`src/rtl/tpu_iss_buf.sv`:
```
// ----------------------------------------------------------------------------
// tpu_iss_buf : in-order issue buffer between the TPU line and execute stage
// Revision    : 1.0
// ----------------------------------------------------------------------------
`default_nettype none

module tpu_iss_buf #(
  parameter int TPU_INST_WIDTH   = 28,
  parameter int ISQ_IDX_BITS_NUM = 2,
  parameter int DEPTH            = 4,
  parameter int CNT_W            = 3
) (
  input  logic                        clk,
  input  logic                        rst_n,
  input  logic                        tpu_inst_rdy,
  input  logic [TPU_INST_WIDTH-1:0]   tpu_inst,
  output logic                        tpu_ack,
  input  logic                        flush,
  input  logic                        iss_rdy,
  output logic                        iss_vld,
  output logic [TPU_INST_WIDTH-1:0]   iss_inst,
  output logic                        iss_free_vld,
  output logic [ISQ_IDX_BITS_NUM-1:0] iss_free_idx,
  output logic [CNT_W-1:0]            buf_cnt,
  output logic                        buf_full
);

  localparam int               PTR_W    = $clog2(DEPTH);
  localparam logic [CNT_W-1:0] FULL_CNT = CNT_W'(DEPTH);

  logic [TPU_INST_WIDTH-1:0]   mem_q [DEPTH];
  logic [PTR_W-1:0]            rd_ptr_q, rd_ptr_d;
  logic [PTR_W-1:0]            wr_ptr_q, wr_ptr_d;
  logic [CNT_W-1:0]            cnt_q, cnt_d;
  logic                        free_vld_q, free_vld_d;
  logic [ISQ_IDX_BITS_NUM-1:0] free_idx_q, free_idx_d;
  logic                        pop;
  logic                        push;

  assign iss_vld  = (cnt_q != '0);
  assign buf_full = (cnt_q == FULL_CNT);
  assign buf_cnt  = cnt_q;
  assign pop      = iss_vld & iss_rdy;
  // A full buffer can still accept when the head leaves in the same cycle.
  assign push     = tpu_inst_rdy & ~flush & (~buf_full | pop);
  assign tpu_ack  = push;

  // Storage is never exposed while empty.
  assign iss_inst     = iss_vld ? mem_q[rd_ptr_q] : '0;
  assign iss_free_vld = free_vld_q;
  assign iss_free_idx = free_idx_q;

  always_comb begin
    rd_ptr_d   = rd_ptr_q;
    wr_ptr_d   = wr_ptr_q;
    cnt_d      = cnt_q;
    free_vld_d = pop;
    free_idx_d = free_idx_q;

    if (pop) begin
      free_idx_d = iss_inst[TPU_INST_WIDTH-1 -: ISQ_IDX_BITS_NUM];
    end

    if (flush) begin
      rd_ptr_d = '0;
      wr_ptr_d = '0;
      cnt_d    = '0;
    end else begin
      if (push) wr_ptr_d = wr_ptr_q + PTR_W'(1);
      if (pop)  rd_ptr_d = rd_ptr_q + PTR_W'(1);
      case ({push, pop})
        2'b10:   cnt_d = cnt_q + CNT_W'(1);
        2'b01:   cnt_d = cnt_q - CNT_W'(1);
        default: cnt_d = cnt_q;
      endcase
    end
  end

  always_ff @(posedge clk or negedge rst_n) begin
    if (!rst_n) begin
      rd_ptr_q   <= '0;
      wr_ptr_q   <= '0;
      cnt_q      <= '0;
      free_vld_q <= 1'b0;
      free_idx_q <= '0;
    end else begin
      rd_ptr_q   <= rd_ptr_d;
      wr_ptr_q   <= wr_ptr_d;
      cnt_q      <= cnt_d;
      free_vld_q <= free_vld_d;
      free_idx_q <= free_idx_d;
    end
  end

  always_ff @(posedge clk) begin
    if (push) mem_q[wr_ptr_q] <= tpu_inst;
  end

endmodule

`default_nettype wire

```
`config.mk`:
```
export PLATFORM = sky130hd
export DESIGN_NAME = tpu_iss_buf
export DESIGN_NICKNAME = d
export VERILOG_FILES = /design/src/rtl/tpu_iss_buf.sv
export SDC_FILE = /design/constraint.sdc
export NUM_CORES = 1
export LEC_CHECK = 0
export ABC_CLOCK_PERIOD_IN_PS = 2360
export CAP_MARGIN = 15
export CORE_MARGIN = 2
export CORE_UTILIZATION = 54
export DETAILED_ROUTE_END_ITERATION = 7
export HOLD_SLACK_MARGIN = 0.02
export PLACE_DENSITY_LB_ADDON = 0.3
export REMOVE_ABC_BUFFERS = 1
export SLEW_MARGIN = 25
export SYNTH_ARGS = -nofsm -noshare
export SYNTH_HDL_FRONTEND = slang
export SYNTH_SLANG_ARGS = --single-unit
```
`constraint.sdc`:
```
create_clock -name clk -period 2.36 [get_ports clk]
set_input_delay 0.59 -clock clk [delete_from_list [all_inputs] [get_ports clk]]
set_output_delay 0.59 -clock clk [all_outputs]
set_load 0.05 [all_outputs]
```
After elaboration in Yosys (flattened, before gate mapping)
Memories as Yosys holds them, arrays and structs flattened.
Index checks and enable logic that the tools add are counted.
W data, S select, Z words.

operators by class
  add/subtract/negate cells = 4
  mux-type cells = 9
  reduce and logical (&&, ||, !) cells = 4
  bitwise logic cells = 6
  equal/unequal tests = 3

operators by type and width
  kind                   number
  $mux W28               1
  $mux W2                4
  $pmux W3 S2            1
  $reduce_bool A3 Y1     2
  $add A2 B1 Y2 const B  2
  $reduce_bool A2 Y1     2
  $add A3 B1 Y3 const B  1
  $and A1 B1 Y1          3
  $eq A3 B3 Y1 const B   1
  $mux W3                1
  $sub A3 B1 Y3 const B  1
  $eq A2 B1 Y1 const B   1
  $eq A2 B2 Y1 const B   1
  $mux W1                2
  $not A1 Y1             2
  $or A1 B1 Y1           1

storage, ports and cells
  logic and storage cells = 32
  input bits = 33
  flip-flop bits (word level) = 10
  RAM bits = 112
  memories kept = 1
  output and inout port bits = 37

memories
  name   depth  width  read ports  clocked after memory_dff  wr ports  RTL line  source
  mem_q  4      28     1           0                         1         31        logic [TPU_INST_WIDTH-1:0] mem_q [DEPTH];

Longest topological paths before layout
  depth after elaboration = 7
  gate-level depth with buffers = 7
  gate-level depth less buffers = 6

Worst setup path before layout
Ideal clock, no wire load.

  path type = register -> register
  start = register cnt_q[0] (netlist: buf_cnt[0])
  end = memory mem_q[1][0] (enable)
  stages on the path, launching flop included = 4
  arrival = 2.327 ns
  required time = 1.973 ns
  path slack = -0.354 ns
  setup time = 0.387 ns
  cell sequence = dfrtp_1 -> nor3b_4 -> a21oi_4 -> and2_1

on the way
  longest elaborated chain between the ends = 6
  elaborated cells on any way between the ends = 8
  classes of those cells = eq/ne: 1; mux: 2; bitwise: 4; reduce/logical: 1

RTL lines
  what                           RTL line  source
  start, declared                34        logic [CNT_W-1:0] cnt_q, cnt_d;
  start signal, assigned         89        cnt_q <= cnt_d;
  $eq A3 B3 Y1                   41        assign buf_full = (cnt_q == FULL_CNT);
  net buf_full                   25        output logic buf_full
  $not A1 Y1                     45        assign push = tpu_inst_rdy & ~flush & (~buf_full | pop);
  $or A1 B1 Y1                   45
  $and A1 B1 Y1                  45
  net tpu_ack                    17        output logic tpu_ack,
  $mux W1                        96        if (push) mem_q[wr_ptr_q] <= tpu_inst;
  $mux W1 (implied by the code)  96
  end, declared                  31

The timed path passes the listed nets, and every way through them passes these cells.

Worst setup path after layout
  start = register rd_ptr_q[0]
  end = output iss_inst[26]

on the way
  longest elaborated chain between the ends = 2

RTL lines
  what                    RTL line  source
  start, declared         32        logic [PTR_W-1:0] rd_ptr_q, rd_ptr_d;
  start signal, assigned  87        rd_ptr_q <= rd_ptr_d;
  $mem_v2 Z4 W28          --
  $mux W28                49        assign iss_inst = iss_vld ? mem_q[rd_ptr_q] : '0;
  end, declared           21        output logic [TPU_INST_WIDTH-1:0] iss_inst,

No other way between the ends.

==> impl_metrics.toml <==
[timing]
min_period_ps = 2635
setup-violations-final = 28
finalCritPeriodShare_pct = 111.7
finalSetupTns_ps = -6927
finalHoldViolations = 0
tightest_slew_ps = 494.1
maxSlewViolCount = 0
slew_headroom_pct = 66.95
setup_ws_ps = -275.1
rsz0062_at_grt = "true"
skew_ps = 9.557
fmaxAchievable_mhz = 379.5

[grt]
antenna_found_initial = 0
grt_usage_pct = 24.01
overflow = 0
grt_max_degree = 21
grt_pass1_vias = 2815
grt_pass1_wl_um = 16440

[synthesis]
ys_top_cells_by_area = "edfxtp_1 (70%), mux4_2 (13%), dfrtp_1 (5.2%), nor2b_1 (3.8%), ha_1 (1.0%)"
asyncSetResetFlopFracSynth_pct = 8.197
synth_cell_types = 27
syn_avg_cell_area_um2 = 20.34
yosysWarnings = 0
synth_enable_flop_cells = 112
ys.flop_type = "edfxtp_1"
ys_ff_latch = 122
synth.top_cell.area_share_pct = 69.78
syn_inst = 237
synth_area_um2 = 4820
yosysTopAreaCell = "edfxtp_1"
yosysSeqAreaShare_pct = 74.97

[worst_setup_path]
crit_chain = "buf_8 > mux4_2 > nor2b_2 > buf_12"
slowest_stage = "mux4_2"
cpPeakStageDelay_ps = 520
cp_max_fo = 7
critPathArrivalTime_ps = 2050
worst_setup_path_end_kind = "output pin"
path_class = "reg2out"
crit_required_ps = 1770
cp-start-kind = "flop"

[clocking]
clockBufferDepth = 2
clock-sinks = 122
cts_tree = "done"
numCtsBuffers = 17
clk_pin_slew_ps = 60
root_buffer = "clkbuf_8"
worstSkewPairLatency_ps = 510
htreeDepth = 4

[route]
postRouteAntennaNets = 0
viasPerCell = 5.774
wl_per_cell_um = 24.81
drt_iter0_markers = 160
totalWireLength_um = 11610
dr.pass1.iters = 5
num_vias = 2702
drc = 0

[place]
place_hpwl_um = 5663
gp_congestion = 0.7703
pre_cts_ws_ps = 37.13
numPortBuffers = 69
dpl.cell_count = 421

[floorplanning]
die-area_um2 = 9697
die_h_um = 98.48
start_util_pct = 55.54
coreArea_um2 = 8678
rows = 34
die_x_um = 98.48
io_pins = 70

[job]
cap_violations = 0

[finish]
area_growth_pct = 47.12
final_cell_mix = "edfxtp_1 (112), buf_12 (39), clkdlybuf4s50_1 (35)"
layout_commonest_cell = "edfxtp_1"
antenna_cells = 0
final_cells = 468
final_nets = 385
drive_gt1_share_pct = 43.06

[run_status]
status = "finished, violations left"
failed_checks = "negative setup slack"

[power_and_ir_drop]
p_leak_nw = 2.543
powerDensity_nw_per_um2 = 1098
ir_drop_uv = 768.2

[worst_hold_path]
hp-class = "in2async"
==> per-layer routing <==
layer  vias to the layer above  GRT usage (%)  wire [um]
met5                         -              0          0
met4                         0          8.008        147
met3                        10          6.596        693
met2                       128          39.93       6323
met1                      1415          31.17       4446
li1                       1149              -          -
==> state kept, by name, indices dropped and copies added, names as in the netlist <==
| register | flops |
|---|---|
| rd_ptr_q | 2 |
| wr_ptr_q | 2 |
| iss_free_idx | 2 |
| buf_cnt | 3 |
| mem_q | 112 |
| iss_free_vld | 1 |
==> cells in the mapped netlist, types with 3 or more instances <==
master    instances
edfxtp_1        112
buf_2             6
clkbuf_1          3
nor2_1            5
dfrtp_1          10
ha_1              4
nand2_1          11
mux4_2           28
and2_1            4
nor2b_1          29
inv_1             6
==> what timing repair did <==
item                                    CTS  global route
cloned                                    3             2
pin swaps                                 0             1
resized for setup                        15            38
endpoints found under the setup margin   32            29
endpoints found under the hold margin     0             0
setup buffers                             3             9
hold buffers                              0             0
==> worst max-delay path: cells and delay by family (launching register included) <==
| family | cells | cell delay [ps] |
|---|---|---|
| buf+inv | 2 | 330 |
| flops | 1 | 490 |
| mux | 1 | 520 |
| simple gates | 1 | 180 |
==> final timing paths <==
path,start,end,slack (ps),cells past startpoint
worst min-delay path,rst_n,iss_free_idx[0],410,1
min in group clk,iss_free_idx[0],iss_free_idx[0],510,2
worst max-delay path,rd_ptr_q[0],iss_inst[26],-280,4
worst min register to register,iss_free_idx[0],iss_free_idx[0],510,2
max in group asynchronous,rst_n,buf_cnt[0],1600,1
worst max register to register,buf_cnt[1],buf_cnt[2],150,8
==> stage by stage <==
step	hold WS [ps]	util, %	power, W	instance area, um^2
finish	411.2	81.70	0.007784	7091
global route	443.6	81.70	0.007992	7091
CTS	406.4	79.41	0.007541	6892
detailed placement	482.3	70.67	0.004647	6133
global placement	463.1	70.67	0.004618	6133
floorplan	294.4	-	0.003664	4771
==> kinds of logic (layout without fill, tap and decap cells) <==
kind of cell | Yosys count | in the layout | share of synthesized area, %
simple gates | 54 | 54 | 6.412
fa+ha+maj | 5 | 5 | 1.454
compound gates | 6 | 6 | 1.350
xor+xnor | 2 | 2 | 0.3635
flops | 122 | 122 | 74.97
buf+inv | 16 | 139 | 1.480
mux | 32 | 32 | 13.97
==> power by group <==
part | internal (W) | leakage, nW | switching [W]
logic | 0.00121 | 1.11 | 0.00129
clock network | 0.00181 | 0.292 | 0.000924
registers | 0.00248 | 1.14 | 0.0000736
==> layout make-up <==
class / instances / area [um^2]
Clock inverter: 14 / 202.7
Fill cell: 406 / 1588
Multi-Input combinational cell: 99 / 1281
Inverter: 6 / 22.52
Clock buffer: 18 / 417.9
Sequential cell: 122 / 3618
Tap cell: 108 / 135.1
Timing Repair Buffer: 101 / 1413
Note: power is estimated with default switching activity, not from simulation.
